File: config.mk
export PLATFORM = sky130hd
export DESIGN_NAME = ball_controller
export DESIGN_NICKNAME = d
export VERILOG_FILES = /design/src/rtl/ball_controller.sv
export SDC_FILE = /design/constraint.sdc
export NUM_CORES = 1
export LEC_CHECK = 0
export BUFFER_PORTS_ARGS = -buffer_cell sky130_fd_sc_hd__buf_2
export CORE_MARGIN = 1
export CORE_UTILIZATION = 40
export CTS_CLUSTER_DIAMETER = 40
export DETAILED_ROUTE_END_ITERATION = 10
export PLACE_DENSITY = 0.73
export SETUP_SLACK_MARGIN = 0.05
export SYNTH_ARGS = -nofsm -noshare
export SYNTH_HDL_FRONTEND = slang
export SYNTH_SLANG_ARGS = --single-unit
File: constraint.sdc
create_clock -name clk -period 2.3 [get_ports clk]
set_input_delay 0.575 -clock clk [delete_from_list [all_inputs] [get_ports clk]]
set_output_delay 0.575 -clock clk [all_outputs]
set_load 0.01 [all_outputs]
File: src/rtl/ball_controller.sv
// ---------------------------------------------------------------------------
// ball_controller
//   Sequences ball motion for a single paddle/floor playfield and keeps the
//   score. The ball advances once per frameTick and bounces off the side
//   walls and the ceiling. The serve / play / miss / game-over flow is driven
//   by the paddle and floor collision flags.
//
// Ports
//   clk                 single clock
//   resetN              asynchronous active-low reset
//   frameTick           one-cycle pulse per video frame
//   start               start-game request (level or pulse)
//   ballTouchingPaddle  collision flag from the current ballX/ballY
//   ballTouchingFloor   collision flag from the current ballX/ballY
//   ballX, ballY        registered ball centre (y increases upward)
//   score               paddle hits this game, saturating
//   livesLeft           remaining lives
//   playing             high in PLAY only
//   gameOver            high in GAME_OVER only
// ---------------------------------------------------------------------------
module ball_controller #(
    parameter int BIT_WIDTH    = 10,
    parameter int SCREEN_W     = 640,
    parameter int SCREEN_H     = 480,
    parameter int BALL_RADIUS  = 4,
    parameter int FLOOR_Y      = 0,
    parameter int SPEED        = 1,
    parameter int SERVE_X      = 320,
    parameter int SERVE_Y      = 240,
    parameter int SERVE_FRAMES = 60,
    parameter int MISS_FRAMES  = 30,
    parameter int LIVES        = 3,
    parameter int SCORE_WIDTH  = 8
) (
    input  logic                   clk,
    input  logic                   resetN,
    input  logic                   frameTick,
    input  logic                   start,
    input  logic                   ballTouchingPaddle,
    input  logic                   ballTouchingFloor,
    output logic [BIT_WIDTH-1:0]   ballX,
    output logic [BIT_WIDTH-1:0]   ballY,
    output logic [SCORE_WIDTH-1:0] score,
    output logic [2:0]             livesLeft,
    output logic                   playing,
    output logic                   gameOver
);

    typedef enum logic [2:0] {IDLE, SERVE, PLAY, MISS, GAME_OVER} state_t;

    localparam int CNT_MAX = (SERVE_FRAMES > MISS_FRAMES) ? SERVE_FRAMES : MISS_FRAMES;
    localparam int CNT_W   = $clog2(CNT_MAX + 1);

    // Limits are held one bit wider than the coordinates so no sum wraps.
    localparam logic [BIT_WIDTH:0] SPEED_W = (BIT_WIDTH+1)'(SPEED);
    localparam logic [BIT_WIDTH:0] X_LO    = (BIT_WIDTH+1)'(BALL_RADIUS);
    localparam logic [BIT_WIDTH:0] X_HI    = (BIT_WIDTH+1)'(SCREEN_W - 1 - BALL_RADIUS);
    localparam logic [BIT_WIDTH:0] Y_LO    = (BIT_WIDTH+1)'(FLOOR_Y + BALL_RADIUS);
    localparam logic [BIT_WIDTH:0] Y_HI    = (BIT_WIDTH+1)'(SCREEN_H - 1 - BALL_RADIUS);

    localparam logic [BIT_WIDTH-1:0] SX        = BIT_WIDTH'(SERVE_X);
    localparam logic [BIT_WIDTH-1:0] SY        = BIT_WIDTH'(SERVE_Y);
    localparam logic [CNT_W-1:0]     SERVE_END = CNT_W'(SERVE_FRAMES - 1);
    localparam logic [CNT_W-1:0]     MISS_END  = CNT_W'(MISS_FRAMES - 1);
    localparam logic [2:0]           LIVES_INIT = 3'(LIVES);

    state_t                 state, state_nxt;
    logic [BIT_WIDTH-1:0]   x_nxt, y_nxt;
    logic [SCORE_WIDTH-1:0] score_nxt;
    logic [2:0]             lives_nxt;
    logic [CNT_W-1:0]       cnt, cnt_nxt;
    logic                   dx_neg, dx_nxt;
    logic                   dy_neg, dy_nxt;
    logic                   dx_step;
    logic [BIT_WIDTH:0]     x_w, y_w;

    assign x_w = {1'b0, ballX};
    assign y_w = {1'b0, ballY};

    // NOTE: state registers use non-blocking assignments so every flop
    // samples the pre-edge values regardless of statement order.
    always_ff @(posedge clk or negedge resetN) begin
        if (!resetN) begin
            state     <= IDLE;
            ballX     <= SX;
            ballY     <= SY;
            score     <= '0;
            livesLeft <= LIVES_INIT;
            cnt       <= '0;
            dx_neg    <= 1'b1;
            dy_neg    <= 1'b0;
        end else begin
            state     <= state_nxt;
            ballX     <= x_nxt;
            ballY     <= y_nxt;
            score     <= score_nxt;
            livesLeft <= lives_nxt;
            cnt       <= cnt_nxt;
            dx_neg    <= dx_nxt;
            dy_neg    <= dy_nxt;
        end
    end

    always_comb begin
        // NOTE: every variable gets a hold value first so no path through
        // the case statement can infer a latch.
        state_nxt = state;
        x_nxt     = ballX;
        y_nxt     = ballY;
        score_nxt = score;
        lives_nxt = livesLeft;
        cnt_nxt   = cnt;
        dx_nxt    = dx_neg;
        dy_nxt    = dy_neg;
        dx_step   = dx_neg;

        case (state)
            IDLE, GAME_OVER: begin
                // start acts on any edge, independent of frameTick.
                if (start) begin
                    state_nxt = SERVE;
                    score_nxt = '0;
                    lives_nxt = LIVES_INIT;
                    cnt_nxt   = '0;
                    x_nxt     = SX;
                    y_nxt     = SY;
                    dx_nxt    = 1'b1;
                    dy_nxt    = 1'b0;
                end
            end

            SERVE: begin
                if (frameTick) begin
                    if (cnt == SERVE_END) begin
                        state_nxt = PLAY;
                        cnt_nxt   = '0;
                    end else begin
                        cnt_nxt = cnt + 1'b1;
                    end
                end
            end

            PLAY: begin
                if (frameTick) begin
                    if (ballTouchingFloor) begin
                        lives_nxt = livesLeft - 1'b1;
                        if (livesLeft == 3'd1) begin
                            state_nxt = GAME_OVER;
                        end else begin
                            state_nxt = MISS;
                            cnt_nxt   = '0;
                        end
                    end else begin
                        // A paddle hit reverses x first; the step below
                        // then uses the new direction, and a wall clamp
                        // overrides the toggled bit.
                        if (ballTouchingPaddle) begin
                            dx_step = ~dx_neg;
                            if (score != {SCORE_WIDTH{1'b1}}) begin
                                score_nxt = score + 1'b1;
                            end
                        end
                        dx_nxt = dx_step;

                        if (dx_step) begin
                            if (x_w <= X_LO + SPEED_W) begin
                                x_nxt  = X_LO[BIT_WIDTH-1:0];
                                dx_nxt = 1'b0;
                            end else begin
                                x_nxt = ballX - SPEED_W[BIT_WIDTH-1:0];
                            end
                        end else begin
                            if (x_w + SPEED_W >= X_HI) begin
                                x_nxt  = X_HI[BIT_WIDTH-1:0];
                                dx_nxt = 1'b1;
                            end else begin
                                x_nxt = ballX + SPEED_W[BIT_WIDTH-1:0];
                            end
                        end

                        if (dy_neg) begin
                            // Floor contact is reported by the collision
                            // detector on the next tick; here we only stop
                            // the ball from sinking below it.
                            if (y_w < Y_LO + SPEED_W) begin
                                y_nxt = Y_LO[BIT_WIDTH-1:0];
                            end else begin
                                y_nxt = ballY - SPEED_W[BIT_WIDTH-1:0];
                            end
                        end else begin
                            if (y_w + SPEED_W >= Y_HI) begin
                                y_nxt  = Y_HI[BIT_WIDTH-1:0];
                                dy_nxt = 1'b1;
                            end else begin
                                y_nxt = ballY + SPEED_W[BIT_WIDTH-1:0];
                            end
                        end
                    end
                end
            end

            MISS: begin
                if (frameTick) begin
                    if (cnt == MISS_END) begin
                        state_nxt = SERVE;
                        cnt_nxt   = '0;
                        x_nxt     = SX;
                        y_nxt     = SY;
                        dx_nxt    = 1'b1;
                        dy_nxt    = 1'b0;
                    end else begin
                        cnt_nxt = cnt + 1'b1;
                    end
                end
            end

            default: state_nxt = IDLE;
        endcase
    end

    assign playing  = (state == PLAY);
    assign gameOver = (state == GAME_OVER);

endmodule

**After elaboration in Yosys (flattened, before gate mapping)**

Index checks and enable logic that the tools add are counted.
Widths: inputs -> output; s select.

- Register bits: 42
- Bits of input ports: 6
- Output and inout bits: 33

- $add $sub $neg: 9
- $lt $le $gt $ge: 4
- Equality and inequality tests: 19
- Multiplexer cells: 67
- Bitwise operators: 1
- Reductions and logical operators: 10

Operators by type and width:

| operator | count |
|---|---|
| $mux 10 | 16 |
| $pmux 10 s3 | 2 |
| $mux 6 | 8 |
| $mux 8 | 5 |
| $mux 3 | 11 |
| $pmux 6 s4 | 1 |
| $add 10x1->11 const B | 2 |
| $add 10x1->10 const B | 2 |
| $ne 2x2->1 const B | 10 |
| $sub 10x1->10 const B | 2 |
| $mux 1 | 19 |
| $pmux 8 s2 | 1 |
| $reduce_and 7->1 | 2 |
| $pmux 3 s4 | 1 |
| $reduce_and 6->1 | 2 |
| $ge 11x10->1 const B | 1 |
| $ge 11x9->1 const B | 1 |
| $le 10x3->1 const B | 1 |
| $lt 10x3->1 const B | 1 |
| $add 8x1->8 const B | 1 |
| $ne 8x8->1 const B | 1 |
| $add 6x1->6 const B | 1 |
| $eq 3x1->1 const B | 2 |
| $eq 3x2->1 const B | 2 |
| 14 further kinds | 15 |

**Logic depth before layout (Yosys ltp)**

Gate-level depths: netlist of run 1.

- Depth in word-level cells: 9
- Mapped depth: 10
- Mapped depth without buffers: 9

**Worst setup path before layout of run 1**

OpenSTA, ideal clock, no wires.

- Kind: register to register
- From: reg ballX[0]
- To: reg ballX[2]
- Arrival time: 2.183 ns
- Data required time: 2.232 ns
- Path slack: 0.048 ns
- Stages on the path, launching flop included: 11
- Buffers on the path: 1
- Clock period less this slack: 2.252 ns
- Path through: dfrtp_1 buf_2 inv_2 ha_1 nor2b_1 or4_1 o2111ai_1 a32o_1 a21oi_2 nand2_1 a32o_1

- Word-level cells in the longest chain between the ends: 7
- Elaborated cells on any way between the ends: 11

RTL lines:

| item | RTL line | RTL |
|---|---|---|
| start: declaration | 41 | `output logic [BIT_WIDTH-1:0] ballX,` |
| start signal: assignment | 94 | `ballX <= x_nxt;` |
| $add 10x1->11 | 173 | `if (x_w + SPEED_W >= X_HI) begin` |
| $ge 11x10->1 | 173 |  |
| $mux 10 | 173 |  |
| $mux 10 (*) | 165 | `if (dx_step) begin` |
| $mux 10 (*) | 145 | `if (ballTouchingFloor) begin` |
| $mux 10 (*) | 144 | `if (frameTick) begin` |
| $pmux 10 s3 (*) | 117 | `case (state)` |

Mark *: on every way between the ends. The rest lies on a longest branch, timed or not. The select of a mux whose other input is x is not followed.
A chain may end at the register's enable or synchronous reset.

**Worst setup path after layout of run 1**

- From: reg ballX[1]
- To: reg ballX[2]

Same word-level chain as after synthesis.

==> results of run 1 <==
==> worst max path at each step <==
stage / from / endpoint / slack, ps
finish: ballX[1] / ballX[2] / 120
global route: ballX[0] / ballX[4] / -5
CTS: state[2] / playing / 60
detailed placement: ballX[0] / ballX[2] / -90
global placement: ballX[0] / ballX[2] / 20
floorplan: ballX[1] / ballX[2] / 90
==> flip-flops by register name (all words and copies together) (netlist names) <==
| register | flops |
|---|---|
| ballX | 10 |
| ballY | 10 |
| score | 8 |
| cnt | 6 |
| livesLeft | 3 |
| state | 3 |
| dx_neg | 1 |
| dy_neg | 1 |
==> stage by stage <==
stage	std cells	utilization, %	instance area, sq um
finish	565	51.1	4030
CTS	562	49.5	3900
global placement	551	47.7	3770
floorplan	402	-	3320
detailed placement	551	47.7	3770
global route	565	51.1	4030
==> critical path: stages (launching register included) <==
cell	delay [ps]
dfrtp_1	350
inv_1	120
ha_4	310
nor2b_2	150
or4_4	130
o2111ai_2	130
a32o_2	330
a21oi_4	220
nand2_4	90
a32o_1	250
==> cells in the final DEF, fill, tap and decap left out, types with 6 or more instances in the layout <==
cell type / netlist / layout
o21ai_1: 7 / 8
dfstp_2: 9 / 9
buf_2: 7 / 38
xnor2_1: 10 / 10
nand2b_1: 6 / 6
xor2_1: 8 / 8
nand2_1: 41 / 39
nand3_1: 9 / 9
nor2_1: 34 / 34
o22ai_1: 7 / 7
a31oi_1: 6 / 6
inv_1: 18 / 17
o21ai_0: 31 / 30
nor3_1: 18 / 18
dfrtp_1: 33 / 29
buf_4: 4 / 37
a21oi_1: 25 / 23
ha_1: 12 / 10
==> cell families (layout without fill, tap and decap cells) <==
group | after synthesis | after routing | share of synthesized area, %
mux | 4 | 4 | 1.25
flops | 42 | 42 | 32.0
compound gates | 129 | 129 | 26.7
simple gates | 154 | 154 | 24.9
buf+inv | 43 | 104 | 5.85
fa+ha+maj | 12 | 12 | 4.53
xor+xnor | 18 | 18 | 4.76
==> power by group through the flow <==
stage	clock network, mW	registers (mW)	logic, mW
after floorplan	0	1.19	1.70
after CTS	0.605	1.30	2.41
after detailed placement	0	1.33	2.33
after global placement	0	1.32	2.29
after global routing	0.641	1.36	2.90
final	0.589	1.32	2.65
==> layout make-up <==
cell class	count	share of cell area (%)
clock inverters	2	0.932
multi-input cells	317	53.5
inverters	20	1.99
flip-flops and latches	42	26.5
clock buffers	6	1.80
repair buffers	76	12.1
well taps	102	3.17
==> metal layers <==
layer | track usage, % | up-vias | share of wire, %
met5 | 0 | - | 0
met4 | 4.87 | 0 | 1.0
met3 | 4.15 | 13 | 6.0
met2 | 34.9 | 104 | 49
met1 | 27.3 | 1585 | 44
li1 | - | 1590 | -
==> repair_timing <==
item	4_1_cts	5_1_grt
buffers inserted	3	3
pin swaps	0	9
gates resized for setup	3	23
setup endpoints to repair	9	11
==> flow_summary.json, run 1 <==
{
  "status": "finished clean",
  "clock_path_buffers": 2,
  "multi_input_area_sq_mm": 0.00216,
  "grt_first_pass_wirelength_um": 14800,
  "hpwl_um": 6200,
  "dr.pass1.iters": 5,
  "end_kind": "register",
  "hp-class": "primary input to asynchronous set/reset pin",
  "intPower_mw": 2.46,
  "synth.top_cells.by_area": "dfrtp_1, dfstp_2, o21ai_0",
  "swShare_pct": 46.1,
  "cp.required_ps": 2480,
  "post_drt_wl_per_cell_um": 15.9,
  "relSlewSlack_pct": 36.7,
  "grt_pass1_vias": 3186,
  "startpoint_type": "register",
  "rsz0062_at_grt": "yes",
  "wl_um": 8990,
  "min_period_over_period_pct": 94.9,
  "crit_type": "register to register",
  "power.density_mw_per_mm2": 1130,
  "cts_made_buffers": 5,
  "pre_cts_ws_ps": -89.1,
  "core_region_area_sq_mm": 0.00789,
  "overflow": 0,
  "pwr-share-seq_pct": 29.0,
  "yosysMostFrequentCell": "nand2_1",
  "synth_top_area_share_pct": 24.9,
  "synth_common_cells": "nand2_1, nor2_1, dfrtp_1",
  "fin_tns_setup_ps": 0,
  "antenna_found_initial": 0,
  "cts_root_buf": "clkbuf_8",
  "reg2reg_from": "ballX[1]",
  "io_buffer_count": 38,
  "clkPwrFrac_pct": 12.9,
  "synth_seq_cells": 42,
  "die_w_um": 93.0,
  "insertion_delay_ps": 290,
  "viasPerCell": 5.83,
  "pin_count": 39,
  "maxCapViolations": 0,
  "syn-mean-instance-area_sq_um": 8.24,
  "period_needed_ps": 2180,
  "antenna_cells": 0,
  "ys_async_sr_fraction_pct": 100,
  "fin_hold_ws_ps": 341,
  "syn2layout_area_growth_pct": 21.6,
  "drc_errors": 0,
  "synth_top_cell_by_area": "dfrtp_1",
  "die_h_um": 93.0,
  "synth_nets": 420,
  "hold_buffers": 0,
  "fin_skew_ps": 8.36,
  "ys.flop_type": "dfrtp_1",
  "fillers": 723,
  "cts.sinks": 42,
  "worstMarginPinSlew_ps": 938,
  "slew_violations": 0,
  "grt_max_degree": 43,
  "power_mw": 4.56,
  "tritoncts": "built",
  "place_congestion": 0.900,
  "combPwrFrac_pct": 58.1,
  "power.leakage_nw": 1.71,
  "dieArea_sq_mm": 0.00865,
  "syn_area_sq_mm": 0.00331,
  "fin_nets": 480,
  "cp.arrival_ps": 2360,
  "vias": 3292,
  "path_max_fanout": 6,
  "ctsHtreeMaxLevel": 2,
  "ys_warn_count": 0,
  "seq_area_sq_mm": 0.00107,
  "start_util_pct": 42.0,
  "fmax_ghz": 0.458,
  "drt_iter0_markers": 206,
  "syn_inst": 402,
  "num_rows": 32,
  "peakVddDrop_v": 0.000538,
  "synth_edf_count": 0,
  "drive_gt1_share_pct": 28.9,
  "yosysSeqAreaShare_pct": 32.0,
  "worst_r2r_endpoint": "ballX[2]",
  "hold_viol_final": 0,
  "path_clk_slew_ps": 90,
  "switchingPower_mw": 2.10,
  "fin_ws_ps": 118,
  "setup_viol": 0,
  "ant_nets": 0,
  "grt_use_total_pct": 20.7,
  "synth_cell_type_count": 77,
  "rrSetupSlack_ps": 120,
  "r2r_cells": 9
}
No activity file was read; power rests on OpenSTA's default activity.
==> run 2, diff against run 1 <==
- CORE_MARGIN: 1 -> 3
==> flow_summary.json, run 2 (synthesis results as in run 1) <==
{
  "antenna_cells": 0,
  "ant_nets": 0,
  "grt_first_pass_wirelength_um": 14900,
  "die_h_um": 97.0,
  "cts.sinks": 42,
  "fillers": 730,
  "r2r_cells": 7,
  "power_mw": 4.34,
  "clock_path_buffers": 2,
  "syn2layout_area_growth_pct": 19.0,
  "drc_errors": 0,
  "cts_root_buf": "clkbuf_8",
  "max_stage_delay_ps": 440,
  "hpwl_um": 6300,
  "largestRegisters": "ballX x10, ballY x10, score x8",
  "cts_made_buffers": 5,
  "die_w_um": 97.0,
  "path_cells": "buf_4 -> ha_1 -> o311ai_2 -> and2_1 -> a221o_1 -> o21ai_0 -> a32o_1",
  "setup_viol": 0,
  "core_region_area_sq_mm": 0.00789,
  "cp_slowest_cell": "o311ai_2",
  "pre_cts_ws_ps": 36.5,
  "peakVddDrop_v": 0.000592,
  "critPathBufInv": 1,
  "pin_count": 39,
  "fin_hold_ws_ps": 341,
  "cp.arrival_ps": 2420,
  "final_cell_mix": "nand2_1, buf_2, nor2_1, o21ai_0, buf_4",
  "insertion_delay_ps": 300,
  "fmax_ghz": 0.448,
  "power.density_mw_per_mm2": 1100,
  "dr.pass1.iters": 6,
  "fin_nets": 475,
  "path_clk_slew_ps": 90,
  "drt_iter0_markers": 305,
  "place_congestion": 0.905,
  "worstMarginPinSlew_ps": 653,
  "hold_viol_final": 0,
  "antenna_found_initial": 0,
  "drive_gt1_share_pct": 27.5,
  "ctsHtreeMaxLevel": 2,
  "layout_commonest_cell": "nand2_1",
  "crit_type": "register to register",
  "seq_area_sq_mm": 0.00107,
  "vias": 3324,
  "relSlewSlack_pct": 55.8,
  "end_kind": "register",
  "tritoncts": "built",
  "post_drt_wl_per_cell_um": 15.6,
  "status": "finished clean",
  "grt_pass1_vias": 3207,
  "num_rows": 32,
  "io_buffer_count": 38,
  "startpoint_type": "register",
  "slew_violations": 0,
  "viasPerCell": 5.94,
  "overflow": 0,
  "hp-class": "primary input to asynchronous set/reset pin",
  "dieArea_sq_mm": 0.00941,
  "maxCapViolations": 0,
  "path_max_fanout": 5,
  "grt_use_total_pct": 18.4,
  "multi_input_area_sq_mm": 0.00211,
  "grt_max_degree": 43,
  "rsz0062_at_grt": "yes",
  "wl_um": 8750,
  "cp.required_ps": 2490,
  "period_needed_ps": 2230,
  "fin_ws_ps": 68.3,
  "critical-path-top-delay-family": "compound AO/OA/AOI/OAI gates",
  "cp.depth": 7,
  "fin_skew_ps": 4.16,
  "power.leakage_nw": 1.66,
  "start_util_pct": 42.0,
  "min_period_over_period_pct": 97.0
}
## run 2: cell types whose count changed in the layout (fill, tap and decap cells not counted), sizes merged
cell / delta
bufinv: -1
buf: -5
clkinvlp: -1
clkbuf: +1
inv: +1
## run 2: where the power goes
group          leakage (nW)  internal [mW]  total [mW]  switching (mW)
Clock                0.0489          0.249       0.522           0.273
Combinational          1.07           1.09        2.53            1.44
Sequential            0.539          0.967        1.29           0.324
Total                  1.66           2.31        4.34            2.04
## run 2: worst reg2reg max path, cell delays in order, from the launching register on
cell      delay, ps
dfrtp_1         430
buf_4           180
ha_1            200
o311ai_2        440
and2_1          320
a221o_1         180
o21ai_0         100
a32o_1          280
## run 2: stage by stage
step / setup TNS, ps / instance area (sq um) / util [%] / instances
6_report: 0 / 3940 / 50.0 / 560
5_1_grt: -8.98 / 3940 / 50.0 / 560
4_1_cts: 0 / 3870 / 49.1 / 558
3_5_place_dp: 0 / 3770 / 47.8 / 550
3_3_place_gp: 0 / 3770 / 47.8 / 550
2_1_floorplan: 0 / 3320 / - / 402
## run 2: worst paths after layout
check	start	endpoint	slack, ps
setup reg to reg	ballX[0]	ballX[2]	70
hold reg to reg	cnt[5]	cnt[5]	520
max in group asynchronous	resetN	ballY[0]	1560
min in group clk	cnt[5]	cnt[5]	520
hold / removal	resetN	livesLeft[2]	340
setup / recovery	ballX[0]	ballX[2]	70
## run 2: final cells by class
type | instances | share of cell area, %
inverters | 20 | 1.97
clock buffers | 7 | 2.19
multi-input cells | 317 | 53.6
flip-flops and latches | 42 | 27.1
clock inverters | 1 | 0.222
well taps | 102 | 3.24
repair buffers | 71 | 11.7
## run 2: what timing repair did
item,CTS,global route
gates resized for setup,2,16
setup endpoints to repair,2,13
setup buffers,0,2
hold buffers,0,0
pin swaps,1,4
cloned,0,0
## run 2: metal layers
metal	wire (um)	track usage, %
met1	3900	24.6
met2	4200	30.3
met3	604	3.46
met4	41	5.29
met5	0	0
==> run 3, diff against run 2 <==
- CORE_ASPECT_RATIO: default -> 0.8
==> flow_summary.json, run 3 (synthesis results as in run 1) <==
{
  "status": "finished clean",
  "startpoint_type": "register",
  "finish.utilization_pct": 50.1,
  "antenna_found_initial": 0,
  "rsz0062_at_grt": "yes",
  "tritoncts": "built",
  "cp.required_ps": 2490,
  "grt_use_total_pct": 19.5,
  "io_buffer_count": 38,
  "grt_max_degree": 43,
  "placement.cell_area_sq_mm": 0.00377,
  "vias": 3276,
  "critical-path-top-delay-family": "compound AO/OA/AOI/OAI gates",
  "cts_root_buf": "clkbuf_8",
  "cp_slowest_cell": "dfrtp_1",
  "hp-class": "primary input to asynchronous set/reset pin",
  "dieArea_sq_mm": 0.00942,
  "pre_cts_ws_ps": 31.9,
  "pwr-share-seq_pct": 29.8,
  "cts.sinks": 42,
  "largestRegisters": "ballX x10, ballY x10, score x8",
  "setup_viol": 0,
  "syn2layout_area_growth_pct": 20.6,
  "min_period_over_period_pct": 95.4,
  "insertion_delay_ps": 300,
  "ant_nets": 0,
  "worstMarginPinSlew_ps": 923,
  "end_kind": "register",
  "fin_skew_ps": 4.13,
  "cp.depth": 9,
  "hold_viol_final": 0,
  "reg2reg_from": "ballX[1]",
  "fin_tns_setup_ps": 0,
  "maxCapViolations": 0,
  "viasPerCell": 5.78,
  "fin_area_sq_mm": 0.00400,
  "die_h_um": 87.4,
  "period_needed_ps": 2190,
  "fin_ws_ps": 105,
  "layout_commonest_cell": "nand2_1",
  "wl_met1_um": 4230,
  "post_drt_wl_per_cell_um": 16.0,
  "routed-wl-met2_um": 4150,
  "crit_type": "register to register",
  "path_clk_slew_ps": 80,
  "overflow": 0,
  "critPathBufInv": 2,
  "topRoutingLayerUsed": "met4",
  "r2r_cells": 9,
  "max_stage_delay_ps": 430,
  "num_rows": 29,
  "fin_nets": 476,
  "place_congestion": 0.958,
  "cts_made_buffers": 5,
  "die_w_um": 108,
  "slew_violations": 0,
  "combPwrFrac_pct": 58.4,
  "core_region_area_sq_mm": 0.00798,
  "intPower_mw": 2.34,
  "cp.arrival_ps": 2380,
  "ctsHtreeMaxLevel": 2,
  "drc_errors": 0,
  "power.density_mw_per_mm2": 1100,
  "instances_no_fill": 567,
  "wl_um": 9050,
  "swShare_pct": 46.9,
  "peakVddDrop_v": 0.000414,
  "route.met3.wl_um": 598,
  "final_cell_mix": "nand2_1, buf_2, nor2_1, buf_4, o21ai_0",
  "drt_iter0_markers": 227,
  "grt_first_pass_wirelength_um": 15100,
  "drive_gt1_share_pct": 29.4,
  "worst_r2r_endpoint": "ballX[2]",
  "antenna_cells": 0,
  "start_util_pct": 41.5,
  "dr.pass1.iters": 5,
  "rrSetupSlack_ps": 110,
  "fmax_ghz": 0.456,
  "dp.cells": 556,
  "switchingPower_mw": 2.06,
  "power.leakage_nw": 1.66,
  "pin_count": 39,
  "clock_path_buffers": 2,
  "hpwl_um": 6400,
  "relSlewSlack_pct": 37.7,
  "path_max_fanout": 6,
  "grt_pass1_vias": 3188,
  "clkPwrFrac_pct": 11.7,
  "crit_path_frequent_cell": "buf_4",
  "path_cells": "buf_4 -> buf_4 -> a21bo_2 -> nor4_2 -> a31oi_1 -> a32o_2 -> a21oi_4 -> nand2_2 -> a32o_1"
}
[run 3: worst reg2reg max path, delay by kind of cell (launching register included)]
| family | cells | cell delay, ps |
|---|---|---|
| flip-flops | 1 | 430 |
| AND/OR/NAND/NOR | 2 | 360 |
| buffers and inverters | 2 | 290 |
| AO/OA/AOI/OAI | 5 | 1020 |
[run 3: timing repair]
item / in CTS / in global routing
setup endpoints to repair: 2 / 16
buffers inserted: 1 / 2
pin swaps: 0 / 13
hold buffers: 0 / 0
resized for setup: 2 / 27
[run 3: stage by stage]
stage,hold slack (ps),power (mW)
2_1_floorplan,279,2.89
3_3_place_gp,498,3.60
3_5_place_dp,524,3.65
4_1_cts,372,4.20
5_1_grt,384,4.76
6_report,337,4.41
[run 3: area by class of cell]
cell class,instances,area (sq um)
flip-flops and latches,42,1070
inverters,20,77.6
well taps,108,135
clock buffers,6,82.6
multi-input cells,317,2160
clock inverters,2,12.5
fillers,770,3990
repair buffers,72,462
[run 3: per-layer routing]
metal,vias up,track usage [%]
li1,1584,-
met1,1561,27.3
met2,123,31.2
met3,8,4.00
met4,0,4.70
met5,-,0
[run 3: worst max path at each step]
stage	from	end	slack, ps
final	ballX[1]	ballX[2]	110
after global routing	ballX[4]	ballX[4]	-10
after CTS	state[2]	playing	50
after detailed placement	ballX[1]	ballX[2]	30
after global placement	ballY[2]	ballY[1]	200
after floorplan	ballX[1]	ballX[2]	90
[run 3: power groups by stage]
stage | Clock [mW] | Combinational [mW] | Sequential, mW
after floorplan | 0 | 1.70 | 1.19
after global placement | 0 | 2.30 | 1.30
after detailed placement | 0 | 2.34 | 1.31
final | 0.517 | 2.57 | 1.31
after CTS | 0.530 | 2.37 | 1.30
after global routing | 0.558 | 2.85 | 1.35
